### src/rtl/bin2bcd_seq_if.sv
// Handshake and result bundle for the sequential binary-to-BCD converter.
// The master issues start/bin; the converter returns busy/done/bcd/ovf.
interface bin2bcd_seq_if #(
  parameter int unsigned WIDTH_bin = 20,
  parameter int unsigned WIDTH_bcd = 24
);
  logic                 start;
  logic [WIDTH_bin-1:0] bin;
  logic                 busy;
  logic                 done;
  logic [WIDTH_bcd-1:0] bcd;
  logic                 ovf;

  modport master (
    output start,
    output bin,
    input  busy,
    input  done,
    input  bcd,
    input  ovf
  );

  modport slave (
    input  start,
    input  bin,
    output busy,
    output done,
    output bcd,
    output ovf
  );
endinterface

### src/rtl/bin2bcd_seq.sv
// Sequential double-dabble binary-to-BCD converter, one adjust+shift per clock.
// Results are held with a sticky overflow flag until the next completion.
module bin2bcd_seq #(
  parameter int unsigned WIDTH_bin = 20,
  parameter int unsigned WIDTH_bcd = 24
) (
  input  logic          clk,
  input  logic          rst,
  bin2bcd_seq_if.slave  io
);
  localparam int unsigned SW   = WIDTH_bcd + WIDTH_bin;
  localparam int unsigned NDIG = WIDTH_bcd / 4;
  localparam int unsigned CW   = (WIDTH_bin > 1) ? $clog2(WIDTH_bin) : 1;
  localparam int unsigned LAST = WIDTH_bin - 1;

  typedef enum logic {
    IDLE = 1'b0,
    RUN  = 1'b1
  } state_t;

  state_t               state_q, state_d;
  logic [SW-1:0]        sr_q, sr_d;
  logic [CW-1:0]        cnt_q, cnt_d;
  logic                 sticky_q, sticky_d;
  logic                 busy_q, busy_d;
  logic                 done_q, done_d;
  logic [WIDTH_bcd-1:0] bcd_q, bcd_d;
  logic                 ovf_q, ovf_d;

  logic [SW-1:0]        adj;
  logic [SW-1:0]        shifted;
  logic                 shout;
  logic                 last_iter;

  // Add-3 on every BCD digit >= 5; nibble adds wrap and never carry across digits.
  always_comb begin
    adj = sr_q;
    for (int d = 0; d < int'(NDIG); d++) begin
      if (sr_q[WIDTH_bin + 4*d +: 4] >= 4'd5) begin
        adj[WIDTH_bin + 4*d +: 4] = sr_q[WIDTH_bin + 4*d +: 4] + 4'd3;
      end
    end
  end

  assign shifted   = {adj[SW-2:0], 1'b0};
  assign shout     = adj[SW-1];
  assign last_iter = (cnt_q == CW'(LAST));

  always_ff @(posedge clk) begin
    if (rst) begin
      state_q <= IDLE;
    end else begin
      state_q <= state_d;
    end
  end

  // Next-state and datapath control.
  always_comb begin
    state_d  = state_q;
    sr_d     = sr_q;
    cnt_d    = cnt_q;
    sticky_d = sticky_q;
    bcd_d    = bcd_q;
    ovf_d    = ovf_q;
    done_d   = 1'b0;

    unique case (state_q)
      IDLE: begin
        if (io.start) begin
          sr_d     = {{WIDTH_bcd{1'b0}}, io.bin};
          cnt_d    = '0;
          sticky_d = 1'b0;
          state_d  = RUN;
        end
      end
      RUN: begin
        sr_d     = shifted;
        sticky_d = sticky_q | shout;
        cnt_d    = cnt_q + CW'(1);
        if (last_iter) begin
          // Publish the BCD field of the post-shift register with this iteration's overflow.
          bcd_d   = shifted[SW-1 -: WIDTH_bcd];
          ovf_d   = sticky_q | shout;
          done_d  = 1'b1;
          cnt_d   = '0;
          state_d = IDLE;
        end
      end
      default: begin
        state_d = IDLE;
      end
    endcase

    busy_d = (state_d == RUN);
  end

  always_ff @(posedge clk) begin
    if (rst) begin
      sr_q     <= '0;
      cnt_q    <= '0;
      sticky_q <= 1'b0;
      busy_q   <= 1'b0;
      done_q   <= 1'b0;
      bcd_q    <= '0;
      ovf_q    <= 1'b0;
    end else begin
      sr_q     <= sr_d;
      cnt_q    <= cnt_d;
      sticky_q <= sticky_d;
      busy_q   <= busy_d;
      done_q   <= done_d;
      bcd_q    <= bcd_d;
      ovf_q    <= ovf_d;
    end
  end

  assign io.busy = busy_q;
  assign io.done = done_q;
  assign io.bcd  = bcd_q;
  assign io.ovf  = ovf_q;
endmodule

### src/flat_wrapper.sv
// flat-port wrapper written by rule: the top's interface ports become plain ports
module bin2bcd_seq_flat 
#(
  parameter int unsigned WIDTH_bin = 20,
  parameter int unsigned WIDTH_bcd = 24
)
  (clk, rst, io_start, io_bin, io_busy, io_done, io_bcd, io_ovf);
  bin2bcd_seq_if #(.WIDTH_bin(WIDTH_bin), .WIDTH_bcd(WIDTH_bcd)) io_i ();
  input  logic clk;
  input  logic rst;
  input wire logic [$bits(io_i.start)-1:0] io_start;
  input wire logic [$bits(io_i.bin)-1:0] io_bin;
  output wire logic [$bits(io_i.busy)-1:0] io_busy;
  output wire logic [$bits(io_i.done)-1:0] io_done;
  output wire logic [$bits(io_i.bcd)-1:0] io_bcd;
  output wire logic [$bits(io_i.ovf)-1:0] io_ovf;
  assign io_i.start = io_start;
  assign io_i.bin = io_bin;
  assign io_busy = io_i.busy;
  assign io_done = io_i.done;
  assign io_bcd = io_i.bcd;
  assign io_ovf = io_i.ovf;
  bin2bcd_seq #(.WIDTH_bin(WIDTH_bin), .WIDTH_bcd(WIDTH_bcd)) u_core (.clk(clk), .rst(rst), .io(io_i));
endmodule
### config.mk
export PLATFORM = sky130hd
export DESIGN_NAME = bin2bcd_seq_flat
export DESIGN_NICKNAME = d
export VERILOG_FILES = /design/src/rtl/bin2bcd_seq_if.sv /design/src/rtl/bin2bcd_seq.sv /design/src/flat_wrapper.sv
export SDC_FILE = /design/constraint.sdc
export NUM_CORES = 1
export LEC_CHECK = 0
export CORE_UTILIZATION = 54
export DETAILED_ROUTE_END_ITERATION = 6
export PLACE_DENSITY = 0.91
export SYNTH_ARGS = -nofsm -noshare
export SYNTH_HDL_FRONTEND = slang
export SYNTH_SLANG_ARGS = --single-unit
export TNS_END_PERCENT = 50
### constraint.sdc
create_clock -name clk -period 1.65 [get_ports clk]
set_input_delay 0.33 -clock clk [delete_from_list [all_inputs] [get_ports clk]]
set_output_delay 0.33 -clock clk [all_outputs]
set_load 0.01 [all_outputs]
=== Word-level counts from Yosys, hierarchy flattened ===
Index checks and enable logic that the tools add are counted.

* Register bits after elaboration: 77
* Bits in latches: 0
* Memory bits (writable): 0
* ROM bits: 0
* Input port bits: 23
* Output and inout port bits: 27
* Logic and storage cells: 43
* Memories kept: 0

* Add/subtract/negate cells: 7
* $mul: 0
* Div/mod/pow operators: 0
* Order comparisons: 6
* Eq/ne operators: 2
* Shift operators: 0
* Muxes and demuxes: 17
* Bitwise logic cells: 2
* Reductions and logical operators: 2

{| class="wikitable"
|+ Operators by type and width
! kind !! count
|-
| $pmux W44 S2 || 1
|-
| $mux W44 || 1
|-
| $add A4 B2 Y4 const B || 6
|-
| $ge A4 B3 Y1 const B || 6
|-
| $mux W4 || 6
|-
| $mux W5 || 2
|-
| $pmux W5 S2 || 1
|-
| $add A5 B1 Y5 const B || 1
|-
| $eq A5 B5 Y1 const B || 1
|-
| $mux W1 || 4
|-
| $pmux W1 S2 || 2
|-
| $ne A2 B2 Y1 const B || 1
|-
| $reduce_and A2 Y1 || 1
|-
| $reduce_or A2 Y1 || 1
|-
| $not A1 Y1 || 1
|-
| $or A1 B1 Y1 || 1
|}

=== Longest topological paths before layout ===
* Depth after elaboration: 4
* Gate-level depth with buffers: 7
* Mapped depth without buffers: 6

=== Least setup slack after synthesis ===
OpenSTA, ideal clock, no wires.

* Path type: register to register
* Start: reg u_core.sr_q[20]
* End: reg u_core.sr_q[22]
* Setup time: 74 ps
* Arrival: 1383 ps
* Data required time: 1576 ps
* Path slack: 192 ps
* Cell stages (with the launch flop): 7
* Path buffers: 0
* Period minus slack after synthesis: 1458 ps
* Cells stage by stage: dfxtp_1 -> inv_1 -> ha_1 -> nand2b_1 -> a21oi_1 -> mux2_2 -> o21ai_0

* Cells in the longest elaborated chain, start to end: 3
* Elaborated cells on any way between the ends: 4
* Those cells by class: add/sub (1); order compare (1); mux (2)

{| class="wikitable"
|+ RTL lines
! element !! line !! text
|-
| start, declared || bin2bcd_seq.sv:22 || <nowiki>logic [SW-1:0] sr_q, sr_d;</nowiki>
|-
| start signal, assigned || bin2bcd_seq.sv:107 || <nowiki>sr_q <= sr_d;</nowiki>
|-
| $add A4 B2 Y4 or $ge A4 B3 Y1 (tied branches) || bin2bcd_seq.sv:40, bin2bcd_seq.sv:39 ||
|-
| $mux W4 (*) || bin2bcd_seq.sv:39 || <nowiki>if (sr_q[WIDTH_bin + 4*d +: 4] >= 4'd5) begin</nowiki>
|-
| $pmux W44 S2 (*) || bin2bcd_seq.sv:67 || <nowiki>unique case (state_q)</nowiki>
|}

Mark *: on every way between the ends. The rest lies on a longest branch, timed or not.
A chain may end at the register's enable or synchronous reset.

=== Final worst setup path ===
* Start: reg u_core.bcd_q[7] (netlist: u_core.io.bcd[7])
* End: out io_bcd[7]

{| class="wikitable"
|+ RTL lines
! element !! line !! text
|-
| start, declared || bin2bcd_seq.sv:27 || <nowiki>logic [WIDTH_bcd-1:0] bcd_q, bcd_d;</nowiki>
|-
| start signal, assigned || bin2bcd_seq.sv:104 || <nowiki>bcd_q <= '0;</nowiki>
|-
| start signal, assigned || bin2bcd_seq.sv:112 || <nowiki>bcd_q <= bcd_d;</nowiki>
|-
| end, declared || flat_wrapper.sv:15 || <nowiki>output wire logic [$bits(io_i.bcd)-1:0] io_bcd;</nowiki>
|}

No word-level cell between the ends.

==> results.sh <==
export IMPL_fp_dieW_um=83.0
export IMPL_grtUsageMet2_pct=46.0
export IMPL_worst_setup_path_start_kind="register"
export IMPL_netlist_area_um2=3550
export IMPL_n_antenna_cell=0
export IMPL_clock_tree_from_tritoncts="built"
export IMPL_cts_buffers=9
export IMPL_netlist_instances=406
export IMPL_critical_path_slowest_cell="clkdlybuf4s50_1"
export IMPL_power_leakage_nw=1.70
export IMPL_clock_insertion_delay_worst_skew_ns=0.37
export IMPL_crit_buf_inv=1
export IMPL_design_core_area_um2=6350
export IMPL_crit_fanout=2
export IMPL_primary_ff_master_synth="dfxtp_1"
export IMPL_drt_pre_antenna_iters=4
export IMPL_critical_setup_path_class="reg2out"
export IMPL_number_of_enable_flip_flop_cells_after_synthesis=0
export IMPL_cpPeakStageDelay_ns=0.57
export IMPL_grt_overflow_total=0
export IMPL_first_global_vias=3128
export IMPL_synth_top_area_cell="dfxtp_1"
export IMPL_slew_viol_final=0
export IMPL_grt_util_met1_pct=28.2
export IMPL_detail_route_vias_per_cell=5.82
export IMPL_std_cell_rows=29
export IMPL_max_vdd_ir_drop_uv=494
export IMPL_min_delay_path_class="in2reg"
export IMPL_totalNegativeSetupSlack_ns=-0.0318
export IMPL_violations="setup timing"
export IMPL_layout_filler_cells=465
export IMPL_final_setup_skew_ns=0.0103
export IMPL_drv_max_cap_violation_count=0
export IMPL_htree_levels=3
export IMPL_drive_above_1_share_pct=16.4
export IMPL_achievable_frequency_ghz=0.595
export IMPL_timing_critical_path_max_delay_family="buffers and inverters"
export IMPL_min_period_ns=1.68
export IMPL_syn2layout_area_growth_pct=26.8
export IMPL_grt_use_total_pct=25.9
export IMPL_yosys_cell_types_count=36
export IMPL_post_dp_hpwl_um=5520
export IMPL_wl_per_cell_um=16.4
export IMPL_worst_endpoint_required_ns=1.32
export IMPL_postRouteAntennaNets=0
export IMPL_clk_root_buffer_cell="clkbuf_8"
export IMPL_timing_hold_violations_final=0
export IMPL_initial_drc_count=220
export IMPL_ys_warn_count=0
export IMPL_cts_sinks=77
export IMPL_portion_of_synthesized_cell_area_occupied_by_the_leading_cell_type_pct=43.5
export IMPL_cts_clk_slew_worst_paths_ns=0.09
export IMPL_worst_ep_arrival_time_ns=1.35
export IMPL_drt_drc_violations_left=0
export IMPL_finalSetupViolCount=1
export IMPL_cells_along_the_critical_path="clkdlybuf4s50_1"
export IMPL_slew_headroom_pct=67.6
export IMPL_synth_fp_nets=442
export IMPL_post_synth_cell_area_avg_um2=8.73
export IMPL_met3_usage_pct=5.37
export IMPL_grt_start_max_net_pins=27
export IMPL_num_nets_final=501
export IMPL_final_setup_worst_slack_ns=-0.0318
export IMPL_min_period_over_period_pct=102
export IMPL_grt_first_pass_wirelength_um=14300
export IMPL_wirelength_um=8960
export IMPL_power_per_cell_area_nw_per_um2=851
export IMPL_clock_tree_buffer_depth=2
export IMPL_start_util_pct=55.8
export IMPL_grt_busiest_layer="met2"
export IMPL_design_portCount=50
export IMPL_die_area_um2=6890
export IMPL_grt_antenna_before_repair=0
export IMPL_finalWeightedCongestion=0.815
export IMPL_postSynthRegisterBits=77
export IMPL_synth_sequential_area_ratio_pct=43.5
export IMPL_port_buffer_count=49
export IMPL_ys_async_sr_fraction_pct=0
export IMPL_run_status="complete, but fails checks"
export IMPL_route_vias_total=3179
export IMPL_design_power_total_mw=3.83
export IMPL_cp_end_kind="primary output"
export IMPL_synth_top_cells_by_area="dfxtp_1, mux2i_1, nor2_1, a21oi_1, ha_1"
export IMPL_worstMarginPinSlew_ns=0.485
export IMPL_chipHeight_um=83.0
Yosys cell counts, drive strengths merged (4+ instances only):
cell type and n:
mux2i 25, a22o 5, nor3 4, a31o 5
and3 5, nor3b 12, clkbuf 7, buf 16
inv 15, a311oi 6, a211oi 6, nand2b 6
ha 13, nor2 63, nand3 7, xnor2 6
nand2 38, o21ai 28, o22ai 8, a21oi 41
dfxtp 77
where the power goes:
part / total (mW) / switching [mW] / internal, mW
combinational: 0.291 / 0.151 / 0.140
clock: 1.62 / 0.728 / 0.889
sequential: 1.92 / 0.0264 / 1.89
worst reg2reg max path: cells and delay by family, from the launching register on:
kind                     cells  cell delay, ns
AO/OA/AOI/OAI                2            0.33
adder cells (fa/ha/maj)      1            0.18
buffers and inverters        1            0.10
flip-flops                   1            0.38
multiplexers                 1            0.37
AND/OR/NAND/NOR              1            0.18
cell usage in the layout, fill, tap and decap left out, types with 6 or more instances in the layout:
| master | instances |
|---|---|
| mux2i_1 | 24 |
| nand2b_1 | 6 |
| a311oi_2 | 6 |
| a21oi_1 | 35 |
| dfxtp_1 | 73 |
| buf_4 | 18 |
| o22ai_1 | 7 |
| xnor2_1 | 6 |
| nor2_1 | 63 |
| clkdlybuf4s50_1 | 47 |
| o21ai_0 | 28 |
| a21oi_2 | 6 |
| nor3b_1 | 12 |
| nand3_1 | 7 |
| inv_1 | 14 |
| clkbuf_8 | 10 |
| nand2_1 | 37 |
| ha_1 | 10 |
state kept, by name, indices dropped and copies added, names as in the netlist:
register / count
u_core.cnt_q: 5
u_core.io.bcd: 24
u_core.io.busy: 1
u_core.io.done: 1
u_core.io.ovf: 1
u_core.sr_q: 44
u_core.sticky_q: 1
final cells by class:
class | instances | area [um2] | area share [%]
repair buffers | 71 | 699 | 15.6
inverters | 16 | 60.1 | 1.34
multi-input cells | 290 | 1870 | 41.6
clock buffers | 10 | 138 | 3.06
flip-flops and latches | 77 | 1550 | 34.5
well taps | 77 | 96.3 | 2.14
clock inverters | 5 | 83.8 | 1.86
metrics by stage:
step | utilization [%] | setup WS [ns] | instances | cell area [um2] | hold slack (ns)
after detailed placement | 65.9 | -0.119 | 527 | 4180 | 0.464
final | 70.8 | -0.0318 | 546 | 4500 | 0.434
after global routing | 70.8 | -0.0400 | 546 | 4500 | 0.440
after global placement | 65.9 | 0.00567 | 527 | 4180 | 0.448
after floorplan | - | 0.192 | 406 | 3550 | 0.441
after CTS | 69.5 | 0.0124 | 542 | 4410 | 0.436
final timing paths:
| check | from | end | slack (ns) | depth (start not counted) |
|---|---|---|---|---|
| setup / recovery | u_core.io.bcd[7] | io_bcd[7] | -0.03 | 1 |
| hold / removal | rst | u_core.sr_q[6] | 0.43 | 3 |
| hold reg to reg | u_core.io.bcd[6] | u_core.io.bcd[6] | 0.47 | 2 |
| setup reg to reg | u_core.sr_q[25] | u_core.sr_q[26] | 0.03 | 6 |
repair_timing:
| action | in CTS | in global routing |
|---|---|---|
| pin swaps | 0 | 4 |
| hold buffers | 0 | 0 |
| buffers inserted | 0 | 4 |
| hold endpoints to repair | 0 | 0 |
| endpoints found under the setup margin | 5 | 28 |
| cloned | 0 | 0 |
| resized for setup | 4 | 16 |
metal layers:
layer / share of wire, % / up-vias
met2: 53 / 105
met5: 0 / -
met4: 3.4 / 0
met1: 39 / 1525
li1: - / 1522
met3: 4.9 / 27
cells by family after synthesis:
kind of cell,after synthesis,share of synthesized area [%]
compound gates,102,18.8
fa+ha+maj,13,4.59
xor+xnor,6,1.48
flops,77,43.5
simple gates,141,18.3
mux,28,8.01
buf+inv,39,5.36
No activity file was read; power rests on OpenSTA's default activity.
